--- src/rtl/instruction_loader.sv ---
// Boot loader: assembles a little-endian byte stream into 32-bit words and
// writes them to instruction memory, holding the CPU in reset until done.
module instruction_loader #(
  parameter int MEM_WORDS = 101
) (
  input  logic        clk,
  input  logic        rst,
  input  logic        Load_Start,
  input  logic [7:0]  Byte_In,
  input  logic        Byte_Valid,
  output logic        Byte_Ready,
  output logic        Mem_Write_En,
  output logic [31:0] Mem_Write_Address,
  output logic [31:0] Mem_Write_Data,
  output logic        Cpu_Hold,
  output logic        Load_Done,
  output logic        Load_Error
);

  typedef enum logic [2:0] {
    IDLE, COUNT_LO, COUNT_HI, DATA, FLUSH, DONE, ERROR
  } state_t;

  typedef struct packed {
    logic        en;
    logic [31:0] addr;
    logic [31:0] data;
  } wr_req_t;

  state_t      state, state_nxt;
  wr_req_t     wr;
  logic [15:0] count, index;
  logic [1:0]  lane;
  logic [23:0] asm_q;
  logic        accept;
  logic        last_word;
  logic [15:0] count_full;

  assign accept     = Byte_Valid && Byte_Ready;
  assign count_full = {Byte_In, count[7:0]};
  assign last_word  = (index == count - 16'd1);

  always_comb begin
    state_nxt  = state;
    Byte_Ready = 1'b0;
    Cpu_Hold   = 1'b1;
    Load_Done  = 1'b0;
    Load_Error = 1'b0;
    case (state)
      IDLE:     if (Load_Start) state_nxt = COUNT_LO;
      COUNT_LO: begin
        Byte_Ready = 1'b1;
        if (accept) state_nxt = COUNT_HI;
      end
      COUNT_HI: begin
        Byte_Ready = 1'b1;
        if (accept) begin
          if (count_full == 16'd0)                  state_nxt = DONE;
          else if (count_full > 16'(MEM_WORDS))     state_nxt = ERROR;
          else                                      state_nxt = DATA;
        end
      end
      DATA: begin
        Byte_Ready = 1'b1;
        if (accept && lane == 2'd3 && last_word) state_nxt = FLUSH;
      end
      FLUSH:    state_nxt = DONE;
      DONE: begin
        Cpu_Hold  = 1'b0;
        Load_Done = 1'b1;
        if (Load_Start) state_nxt = COUNT_LO;
      end
      ERROR: begin
        Load_Error = 1'b1;
        if (Load_Start) state_nxt = COUNT_LO;
      end
      default:  state_nxt = IDLE;
    endcase
  end

  always_ff @(posedge clk) begin
    if (rst) begin
      state <= IDLE;
      wr    <= '0;
      count <= '0;
      index <= '0;
      lane  <= '0;
      asm_q <= '0;
    end else begin
      state  <= state_nxt;
      wr.en  <= 1'b0;
      if (state == COUNT_LO && accept) count[7:0] <= Byte_In;
      if (state == COUNT_HI && accept) begin
        count[15:8] <= Byte_In;
        index       <= '0;
        lane        <= '0;
      end
      if (state == DATA && accept) begin
        lane <= lane + 2'd1;
        case (lane)
          2'd0: asm_q[7:0]   <= Byte_In;
          2'd1: asm_q[15:8]  <= Byte_In;
          2'd2: asm_q[23:16] <= Byte_In;
          default: begin
            // Address/data hold until the next completed word.
            wr.en   <= 1'b1;
            wr.addr <= {16'b0, index[13:0], 2'b00};
            wr.data <= {Byte_In, asm_q};
            index   <= index + 16'd1;
          end
        endcase
      end
    end
  end

  assign Mem_Write_En      = wr.en;
  assign Mem_Write_Address = wr.addr;
  assign Mem_Write_Data    = wr.data;

endmodule

--- config.mk ---
export PLATFORM = sky130hd
export DESIGN_NAME = instruction_loader
export DESIGN_NICKNAME = d
export VERILOG_FILES = /design/src/rtl/instruction_loader.sv
export SDC_FILE = /design/constraint.sdc
export NUM_CORES = 1
export LEC_CHECK = 0
export CAP_MARGIN = 20
export CELL_PAD_IN_SITES_DETAIL_PLACEMENT = 1
export CELL_PAD_IN_SITES_GLOBAL_PLACEMENT = 2
export CORE_MARGIN = 2
export CORE_UTILIZATION = 28
export CTS_CLUSTER_DIAMETER = 30
export CTS_CLUSTER_SIZE = 30
export DETAILED_ROUTE_END_ITERATION = 10
export PLACE_DENSITY_LB_ADDON = 0.3
export SYNTH_ARGS = -nofsm -noshare
export SYNTH_HDL_FRONTEND = slang
export SYNTH_SLANG_ARGS = --single-unit
--- constraint.sdc ---
create_clock -name clk -period 2.4 [get_ports clk]
set_input_delay 0.6 -clock clk [delete_from_list [all_inputs] [get_ports clk]]
set_output_delay 0.6 -clock clk [all_outputs]
set_load 0.02 [all_outputs]
[Word-level counts from Yosys, hierarchy flattened]
Index checks and enable logic that the tools add are counted.
Cells by class
  bitwise operators: 2
  reductions and logical operators: 19
  $mul: 0
  mux-type cells: 17
  add/subtract/negate cells: 3
  divide/modulo/power cells: 0
  equal/unequal tests: 14
  shift operators: 0
  $lt $le $gt $ge: 1
Operators with widths (number)
  $mux 65: 1
  $mux 16: 3
  $mux 3: 6
  $add 16x1->16 const B: 1
  $eq 16x16->1: 1
  $gt 16x7->1 const B: 1
  $logic_not 16->1: 1
  $sub 16x1->16 const B: 1
  $pmux 3 s5: 1
  $eq 3x3->1 const B: 3
  $reduce_or 3->1: 3
  $reduce_and 2->1: 4
  $eq 3x2->1 const B: 2
  $logic_and 1x1->1: 6
  $ne 2x2->1 const B: 3
  $eq 2x2->1 const B: 2
  $mux 1: 4
  $mux 2: 2
  $reduce_and 4->1: 1
  $eq 3x1->1 const B: 1
  $logic_not 3->1: 1
  $add 2x1->2 const B: 1
  $eq 2x1->1 const B: 1
  $logic_not 2->1: 1
  4 further kinds: 5
Storage, ports and cells
  bits in writable memories: 0
  register bits after elaboration: 108
  input bits: 12
  latch bits: 0
  word-level logic and storage cells: 67
  memories: 0
  memory bits (read-only): 0

[Logic depth before layout (Yosys ltp)]
Gate-level depths: netlist of run 1.
  depth in word-level cells: 8
  gate-level depth with buffers: 10
  depth with buffers taken out: 8

[Worst setup path after synthesis of run 1]
Ideal clock, no wire load.
  kind: register -> register
  from: register count[0]
  to: register state[0]
  path slack: 161 ps
  arrival time: 2100 ps
  data required time: 2261 ps
  library setup time: 139 ps
  path buffers: 2
  clock period less this slack: 2239 ps
  cell stages (with the launch flop): 11
  cell sequence: dfxtp_1 > clkbuf_1 > inv_1 > ha_1 > clkbuf_1 > nor3b_1 > and4_1 > nor2_1 > a2111oi_2 > a31o_2 > a221oi_1
On the way
  longest elaborated chain between the ends: 5
  elaborated cells on any way between the ends: 11
RTL lines
  start, declared: line 32  | logic [15:0] count, index;
  start signal, assigned: line 92  | if (state == COUNT_LO && accept) count[7:0] <= Byte_In;
  $sub 16x1->16 / $gt 16x7->1 (equally long branches): line 41, 59
  $eq 16x16->1 / $mux 3 (equally long branches): line 41, 59
  $logic_and 1x1->1 / $mux 3 (equally long branches): line 65, 58
  $ne 2x2->1 (no line) / $mux 3 (equally long branches)
  $reduce_and 4->1 (no line) / $pmux 3 s5 (equally long branches)
  end signal, assigned: line 90  | state <= state_nxt;
  end, declared: line 30  | state_t state, state_nxt;
Parallel ways exist; a longest one is shown, timed or not. The select of a mux whose other input is x is not followed.
A chain may end at the register's enable or synchronous reset.

[Final worst setup path of run 1]
  from: register state[0]
  to: output Load_Error
On the way
  longest elaborated chain between the ends: 2
RTL lines
  $eq 3x3->1: line 49  | case (state)
  $mux 1: line 49
  end, declared: line 17  | output logic Load_Error
No other way between the ends.

==> results.md, run 1 <==
* Crit. End Element: output port
* Gr usage total at 16.8%
* Worst-Margin Slew at 0.567 ns
* CP Data Required Time at 1.80 ns
* Synth unique cells at 54
* Clock Skew at 0.00759 ns
* WHS Endpoint: Mem_Write_Address[5]
* Fillers at 2057
* Hold_buf cts at 0
* ANT nets after route at 0
* Final wirelength at 15100 µm
* Number of max-cap violations at 0
* Share of layout cells above drive strength 1 at 9.85%
* Reg area at 0.00216 mm²
* RSZ-0062 raised after global routing: true
* Fin crit share at 97.5%
* Final Net Count at 727
* Post CTS Setup Buffer Count at 0
* P_leak at 0.00216 µW
* Initial antenna violation count at 0
* Slew Limit Fails at 0
* Slew margin rel. at 61.8%
* Worst R2R Path Depth at 6
* Fin util at 36.2%
* Post-synth EDFFs at 0
* Die height at 137 µm
* Die Span X at 137 µm
* Core area at 0.0172 mm²
* Row Count at 48
* Mapped Cells at 642
* CTS Buf Count at 9
* Register area share after synthesis at 43.9%
* Status: finished, final reports clean
* Initial DRC Count at 176
* Skew-Pair Late Insertion Delay at 0.36 ns
* CTS tree: done
* Final setup fails at 0
* FMAX at 427 MHz
* HP Class: register to register
* First-pass GRT wire length at 24300 µm
* Total power at 4510 µW
* Fraction of registers with async set/reset at 0%
* Average routed wire per standard cell at 16.1 µm
* Largest net degree at the start of global routing at 51
* Reg2reg setup slack at 0.12 ns
* CTS root buffer: clkbuf_16
* Area Overhead vs Synth at 26.8%
* Crit Path Category: register to output port
* Clock slew at reported path FFs at 0.07 ns
* Peak supply drop at 0.000376 V
* Synth warnings at 0
* Area of the multi-input gates at 0.00248 mm²
* Ports at 81
* Number of vias per cell at 4.85
* Placed inst area at 0.00589 mm²
* Vias in the first global route at 4688
* Seq cells post-synth at 108
* Arr. time, crit path at 1.74 ns
* Final instance area at 0.00624 mm²
* # DRC at 0
* Port Buf Inserts at 62
* P per Cell Area at 723 mW/mm²
* Initial Util at 28.5%
* Clk sinks at 108
* Crit Path Max Fanout at 8
* Worst setup SP type: register
* Detailed Place HPWL at 10900 µm
* Routed vias at 4541
* Grt ovf at 0
* Hold Path Stages at 2
* R2r endpoint: state[0]
* Final GP Congestion at 0.853
* Antenna fix cells at 0
* Ys flop type: dfxtp_1
* Synthesized area per cell at 7.66 µm²
* Reg2reg start: count[2]
* TritonRoute pass-1 iters at 5
* Clock buffer depth at 2
* H-tree lvl count at 3
* Final min period at 2.34 ns
* Cell Area, Synth at 0.00492 mm²
* Most frequent cells in the layout: 170 x nand2_1, 107 x dfxtp_1, 97 x a21oi_1
* Crit. Startpoint: state[0]
* Most common cell after layout, fill and taps aside: nand2_1
* Final Hold Viols at 0
* HP Start: Mem_Write_Address[5]
* DIE AREA at 0.0186 mm²
-- cell type report --
cell class                 count  share of cell area (%)
tap                          225                    4.51
clock buffer                   9                    3.61
timing repair buffer         100                    15.1
inverter                      10                   0.602
sequential                   108                    34.7
clock inverter                 7                    1.78
multi-input combinational    477                    39.8
-- per-stage QoR --
step / hold WS, ns / setup TNS (ns) / worst slack, ns / instances
after global routing: 0.473 / -0.000607 / -0.000607 / 936
after CTS: 0.457 / 0 / 0.0278 / 936
final: 0.454 / 0 / 0.0592 / 936
after detailed placement: 0.446 / -3.42 / -0.139 / 920
after global placement: 0.444 / -0.986 / -0.0668 / 920
after floorplan: 0.432 / 0 / 0.161 / 659
-- what timing repair did --
action,in CTS,in global routing
gates resized for setup,3,2
endpoints found under the hold margin,0,0
endpoints found under the setup margin,2,3
-- worst max-delay path by stage --
| stage | to | slack (ns) | cells past startpoint |
|---|---|---|---|
| 2_1_floorplan | state[0] | 0.16 | 10 |
| 3_3_place_gp | index[9] | -0.07 | 6 |
| 3_5_place_dp | index[2] | -0.14 | 7 |
| 4_1_cts | Load_Error | 0.03 | 3 |
| 5_1_grt | Load_Error | -0.0006 | 3 |
| 6_report | Load_Error | 0.06 | 3 |
-- critical path: stages (launching register included) --
cell             delay [ns]
dfxtp_2                0.38
nor2b_2                0.25
and2_1                 0.17
clkdlybuf4s50_1        0.60
-- registers in the layout, indices dropped and copies added, names as in the netlist --
register and flops:
asm_q 24, index 16, Mem_Write_Data 32, count 16
lane 2, Mem_Write_En 1, state 3, Mem_Write_Address 14
-- synthesized netlist by cell type, types with 3 or more instances --
cell type	n	area, µm²
nand3b_1	4	30.0
and2_1	5	31.3
buf_4	18	135
nor2_1	30	113
or3_1	4	25.0
clkbuf_1	40	150
buf_1	3	11.3
nand2_1	171	642
dfxtp_1	108	2160
o21ai_0	5	25.0
a21oi_1	97	485
a311oi_1	3	26.3
nand3_1	36	180
o211ai_1	3	22.5
nand4_1	8	50.1
inv_1	10	37.5
xor2_1	10	87.6
nor4_1	7	43.8
nor2b_1	4	25.0
xnor2_1	16	140
ha_1	9	113
nor3_1	11	55.1
-- cell families after synthesis --
kind of cell,share of synthesized area [%]
AND/OR/NAND/NOR,26.4
AO/OA/AOI/OAI,14.8
flip-flops,43.9
buffers and inverters,7.22
XOR/XNOR,4.63
adder cells (fa/ha/maj),2.29
multiplexers,0.661
other,0.0762
-- power by group --
part	internal, µW	total [µW]	switching, µW
clock	934	1680	745
sequential	1840	1900	62.0
combinational	395	928	533
total	3170	4510	1340
-- routing by layer --
metal	vias to the layer above	global-route usage (%)	routed length (µm)
li1	2248	-	-
met1	2206	20.4	6880
met2	66	29.7	7550
met3	21	2.48	322
met4	0	6.37	341
met5	-	0	0
No activity file was read; power rests on OpenSTA's default activity.
==> run 2: changes to the inputs <==
Settings changed: CORE_UTILIZATION 28 to 33, DONT_BUFFER_PORTS set to 1.
==> run 2 against run 1 <==
  * Via count is 7.2% lower
  * Clock skew is 0.0047 ns higher
  * Maximum frequency is 2.8% higher
  * Non-clock buffer count is 90 lower
  * Flip-flop and latch count stayed put
  * Clock power is 13% lower
  * Register-to-register slack better by 0.05 ns
  * Worst setup slack better by 0.063 ns
  * Global-route usage is 0.93 points higher
  * Hold slack worse by 0.14 ns
  * Combinational power is 22% lower
  * Critical path depth is 1 higher
  * Critical endpoint is now Load_Done
  * Highest routed layer unchanged
==> results.md, run 2 (synthesis results as in run 1) <==
* Met1 Routed Length at 6110 µm
* CTS Buf Count at 9
* Met3 WL at 555 µm
* Arr. time, crit path at 1.68 ns
* Antenna fix cells at 0
* # DRC at 0
* P_leak at 0.00178 µW
* Final Hold Viols at 0
* CTS root buffer: clkbuf_16
* Clock buffer depth at 2
* Crit Path Max Fanout at 8
* First-pass GRT wire length at 22500 µm
* Status: finished, final reports clean
* Slew Limit Fails at 0
* Most common cell after layout, fill and taps aside: nand2_1
* ANT nets after route at 0
* Die Span X at 126 µm
* Final min period at 2.28 ns
* Final setup fails at 0
* FMAX at 439 MHz
* Setup TNS at 0 ns
* Hold_buf cts at 0
* HP Class: input port to register
* Clock Skew at 0.0123 ns
* Crit. End Element: output port
* Total power at 4100 µW
* P per Cell Area at 774 mW/mm²
* Final Net Count at 637
* Row Count at 44
* Gr usage total at 17.7%
* Pre-CTS WS at 0.0258 ns
* CTS tree: done
* DIE AREA at 0.0159 mm²
* Worst setup SP type: register
* Max FFs per register at 32
* Final GP Congestion at 0.843
* Core area at 0.0145 mm²
* Initial DRC Count at 216
* Die height at 126 µm
* Initial Util at 33.8%
* Clk sinks at 108
* Slew margin rel. at 62.1%
* Max layer used: met4
* Grt ovf at 0
* Routed vias at 4214
* H-tree lvl count at 3
* Worst-Margin Slew at 0.563 ns
* Share of layout cells above drive strength 1 at 6.44%
* Area Overhead vs Synth at 7.68%
* RSZ-0062 raised after global routing: false
* Crit Path Category: register to output port
* Post-route setup slack at 0.122 ns
* TritonRoute pass-1 iters at 4
* Vias in the first global route at 4341
* Average routed wire per standard cell at 17.3 µm
* Most frequent cells in the layout: 170 x nand2_1, 107 x dfxtp_1, 97 x a21oi_1
* Skew-Pair Late Insertion Delay at 0.36 ns
* Clock slew at reported path FFs at 0.07 ns
* Worst hold margin at 0.311 ns
* Initial antenna violation count at 0
* Ports at 81
* Peak supply drop at 0.000322 V
* Final wirelength at 13900 µm
* Number of vias per cell at 5.23
* Number of max-cap violations at 0
* Fin crit share at 94.9%
* Detailed Place HPWL at 9680 µm
* CP Data Required Time at 1.80 ns
* Port Buf Inserts at 0
* Routed met2 length at 6840 µm
* Largest net degree at the start of global routing at 110
-- run 2: changes by cell type in the layout (fill, tap and decap cells not counted), moves of 2 or more --
cell and delta:
buf_12 -2, buf_4 -27, bufinv_16 -2, clkbuf_8 +2
clkdlybuf4s50_1 -60, clkinvlp_4 -2
-- run 2: path summary, 6_finish.rpt --
path                                from   endpoint  slack (ns)  cells past startpoint
worst max-delay path            state[0]  Load_Done        0.12                      4
worst min-delay path                 rst   count[1]        0.31                      1
worst max register to register  count[3]   state[0]        0.17                      6
worst min register to register  asm_q[2]   asm_q[2]        0.46                      2
-- run 2: repair_timing --
| item | 4_1_cts | 5_1_grt |
|---|---|---|
| setup buffers | 0 | 0 |
| endpoints found under the setup margin | 0 | 3 |
| gates resized for setup | 0 | 5 |
-- run 2: report_power, final --
part           switching [µW]  leakage (µW)  internal [µW]
Combinational             424      0.000761            299
Sequential               77.3      0.000871           1840
Clock                     691      0.000143            768
-- run 2: metrics by stage --
| step | utilization [%] | std cells | instance area (µm²) |
|---|---|---|---|
| detailed placement | 34.3 | 789 | 4990 |
| global placement | 34.3 | 789 | 4990 |
| finish | 36.4 | 805 | 5300 |
| floorplan | - | 659 | 4980 |
| global route | 36.4 | 805 | 5300 |
| CTS | 36.3 | 805 | 5280 |
-- run 2: routing by layer --
metal,up-vias,global-route usage [%]
met2,77,29.8
met5,-,0
met4,0,8.21
met1,2038,21.9
li1,2069,-
met3,30,3.31
-- run 2: cell type report --
cell class | count | area, µm²
Clock buffer | 12 | 256
Clock inverter | 4 | 31.3
Fill cell | 1777 | 9240
Inverter | 10 | 37.5
Multi-Input combinational cell | 477 | 2490
Sequential cell | 108 | 2160
Tap cell | 184 | 230
Timing Repair Buffer | 10 | 87.6
-- run 2: worst max-delay path, stage by stage (launching register included) --
cell and delay (ns):
dfxtp_1 0.45, inv_1 0.09, nor2_1 0.32, nand2_1 0.25, inv_1 0.22
==> run 3: changes to the inputs <==
Settings changed: CORE_UTILIZATION 33 to 36.
Clock period 2.4 ns to 2.32 ns, I/O delays scaled along.
==> run 3 against run 2 <==
  * Sequential share of layout area down 0.33 points
  * Cell area up 0.80%
  * Combinational power up 9.0%
  * Global-route usage up 1.9 points
  * Sequential power up 3%
  * First-iteration DRC count down 6.9%
  * Flip-flop and latch count unchanged
  * Die area down 8.1%
  * Largest cell class unchanged
  * Largest power group unchanged
==> results.md, run 3 (synthesis results as in run 1) <==
* Status: finished, final reports clean
* Largest net degree at the start of global routing at 110
* Final Hold Viols at 0
* H-tree lvl count at 3
* Hold_buf cts at 0
* HP Class: input port to register
* CTS root buffer: clkbuf_16
* Clock buffer depth at 2
* Skew-Pair Late Insertion Delay at 0.35 ns
* Final GP Congestion at 0.802
* Critical Path Slowest Stage Cell: dfxtp_1
* Row Count at 42
* Most frequent cells in the layout: 170 x nand2_1, 107 x dfxtp_1, 97 x a21oi_1
* DIE AREA at 0.0146 mm²
* Peak supply drop at 0.000378 V
* Initial antenna violation count at 0
* Antenna fix cells at 0
* Initial Util at 37.0%
* Crit Path Category: register to output port
* Met3 WL at 567 µm
* CP Data Required Time at 1.74 ns
* Die height at 121 µm
* Routed vias at 4243
* Final wirelength at 13900 µm
* Ports at 81
* Reg area at 0.00216 mm²
* Final Net Count at 647
* P per Cell Area at 796 mW/mm²
* FMAX at 457 MHz
* Slew margin rel. at 62.5%
* Fin crit share at 94.3%
* Final setup fails at 0
* Met1 Routed Length at 6220 µm
* First-pass GRT wire length at 22500 µm
* Share of layout cells above drive strength 1 at 8.24%
* Max FFs per register at 32
* Number of max-cap violations at 0
* Fillers at 1666
* CTS Buf Count at 9
* Number of vias per cell at 5.26
* Average routed wire per standard cell at 17.3 µm
* Initial DRC Count at 201
* Core area at 0.0133 mm²
* ANT nets after route at 0
* Setup TNS at 0 ns
* Final min period at 2.19 ns
* Grt ovf at 0
* CP cell instances: buf_4, nor2b_1, and2_1
* Worst-Margin Slew at 0.557 ns
* Worst setup SP type: register
* Clk sinks at 108
* CTS tree: done
* Most common cell after layout, fill and taps aside: nand2_1
* Area of the multi-input gates at 0.00248 mm²
* TritonRoute pass-1 iters at 4
* Crit Path Max Fanout at 8
* Clock Skew at 0.0109 ns
* Area Overhead vs Synth at 8.55%
* # DRC at 0
* Detailed Place HPWL at 9800 µm
* P_leak at 0.00182 µW
* Routed met2 length at 6870 µm
* Port Buf Inserts at 0
* Max layer used: met4
* Clock slew at reported path FFs at 0.07 ns
* Die Span X at 121 µm
* Arr. time, crit path at 1.61 ns
* RSZ-0062 raised after global routing: false
* Total power at 4250 µW
* Vias in the first global route at 4297
* Crit-path max cell delay at 0.43 ns
* Slew Limit Fails at 0
* Gr usage total at 19.6%
* Crit. End Element: output port
## run 3: cell types whose count changed in the layout (fill, tap and decap cells not counted), sizes merged
| cell | delta |
|---|---|
| buf | +10 |
| clkbuf | -2 |
| clkinvlp | +1 |
| inv | +1 |
## run 3: final cells by class
type	instances	area share, %
sequential	108	40.5
clock buffer	10	4.48
clock inverter	6	0.867
timing repair buffer	20	2.81
tap	176	4.12
inverter	10	0.703
multi-input combinational	477	46.5
## run 3: path summary, 6_finish.rpt
kind	start	end	slack (ns)	cells past startpoint
worst max-delay path	state[1]	Load_Error	0.13	3
worst min-delay path	rst	Mem_Write_Data[27]	0.28	1
worst max register to register	count[4]	state[0]	0.18	6
worst min register to register	asm_q[22]	Mem_Write_Data[22]	0.45	2
## run 3: through the flow
step / utilization (%) / hold WS [ns] / instances / setup slack [ns] / instance area (µm²)
global route: 40.2 / 0.269 / 807 / 0.0299 / 5340
global placement: 37.9 / 0.433 / 791 / 0.149 / 5040
CTS: 40.1 / 0.272 / 807 / 0.00393 / 5330
detailed placement: 37.9 / 0.445 / 791 / 0.0328 / 5040
finish: 40.2 / 0.285 / 807 / 0.133 / 5340
floorplan: - / 0.432 / 659 / 0.0811 / 4980
## run 3: layer usage
metal	global-route usage, %	vias up
li1	-	2086
met1	24.2	2071
met2	32.9	68
met3	5.12	18
met4	7.05	0
met5	0	-
## run 3: power by group
group / internal [µW] / switching [µW]
Sequential: 1900 / 68.3
Clock: 768 / 724
Combinational: 325 / 464
Total: 3000 / 1260
## run 3: repair_timing
| item | CTS | global route |
|---|---|---|
| gates resized for setup | 0 | 5 |
| setup buffers | 0 | 0 |
| endpoints found under the setup margin | 0 | 4 |
## run 3: worst max-delay path: cells and delay by family, from the launching register on
family                 cells  cell delay (ns)
and+or+nand+nor            2             0.62
DFF                        1             0.43
buffers and inverters      1             0.20
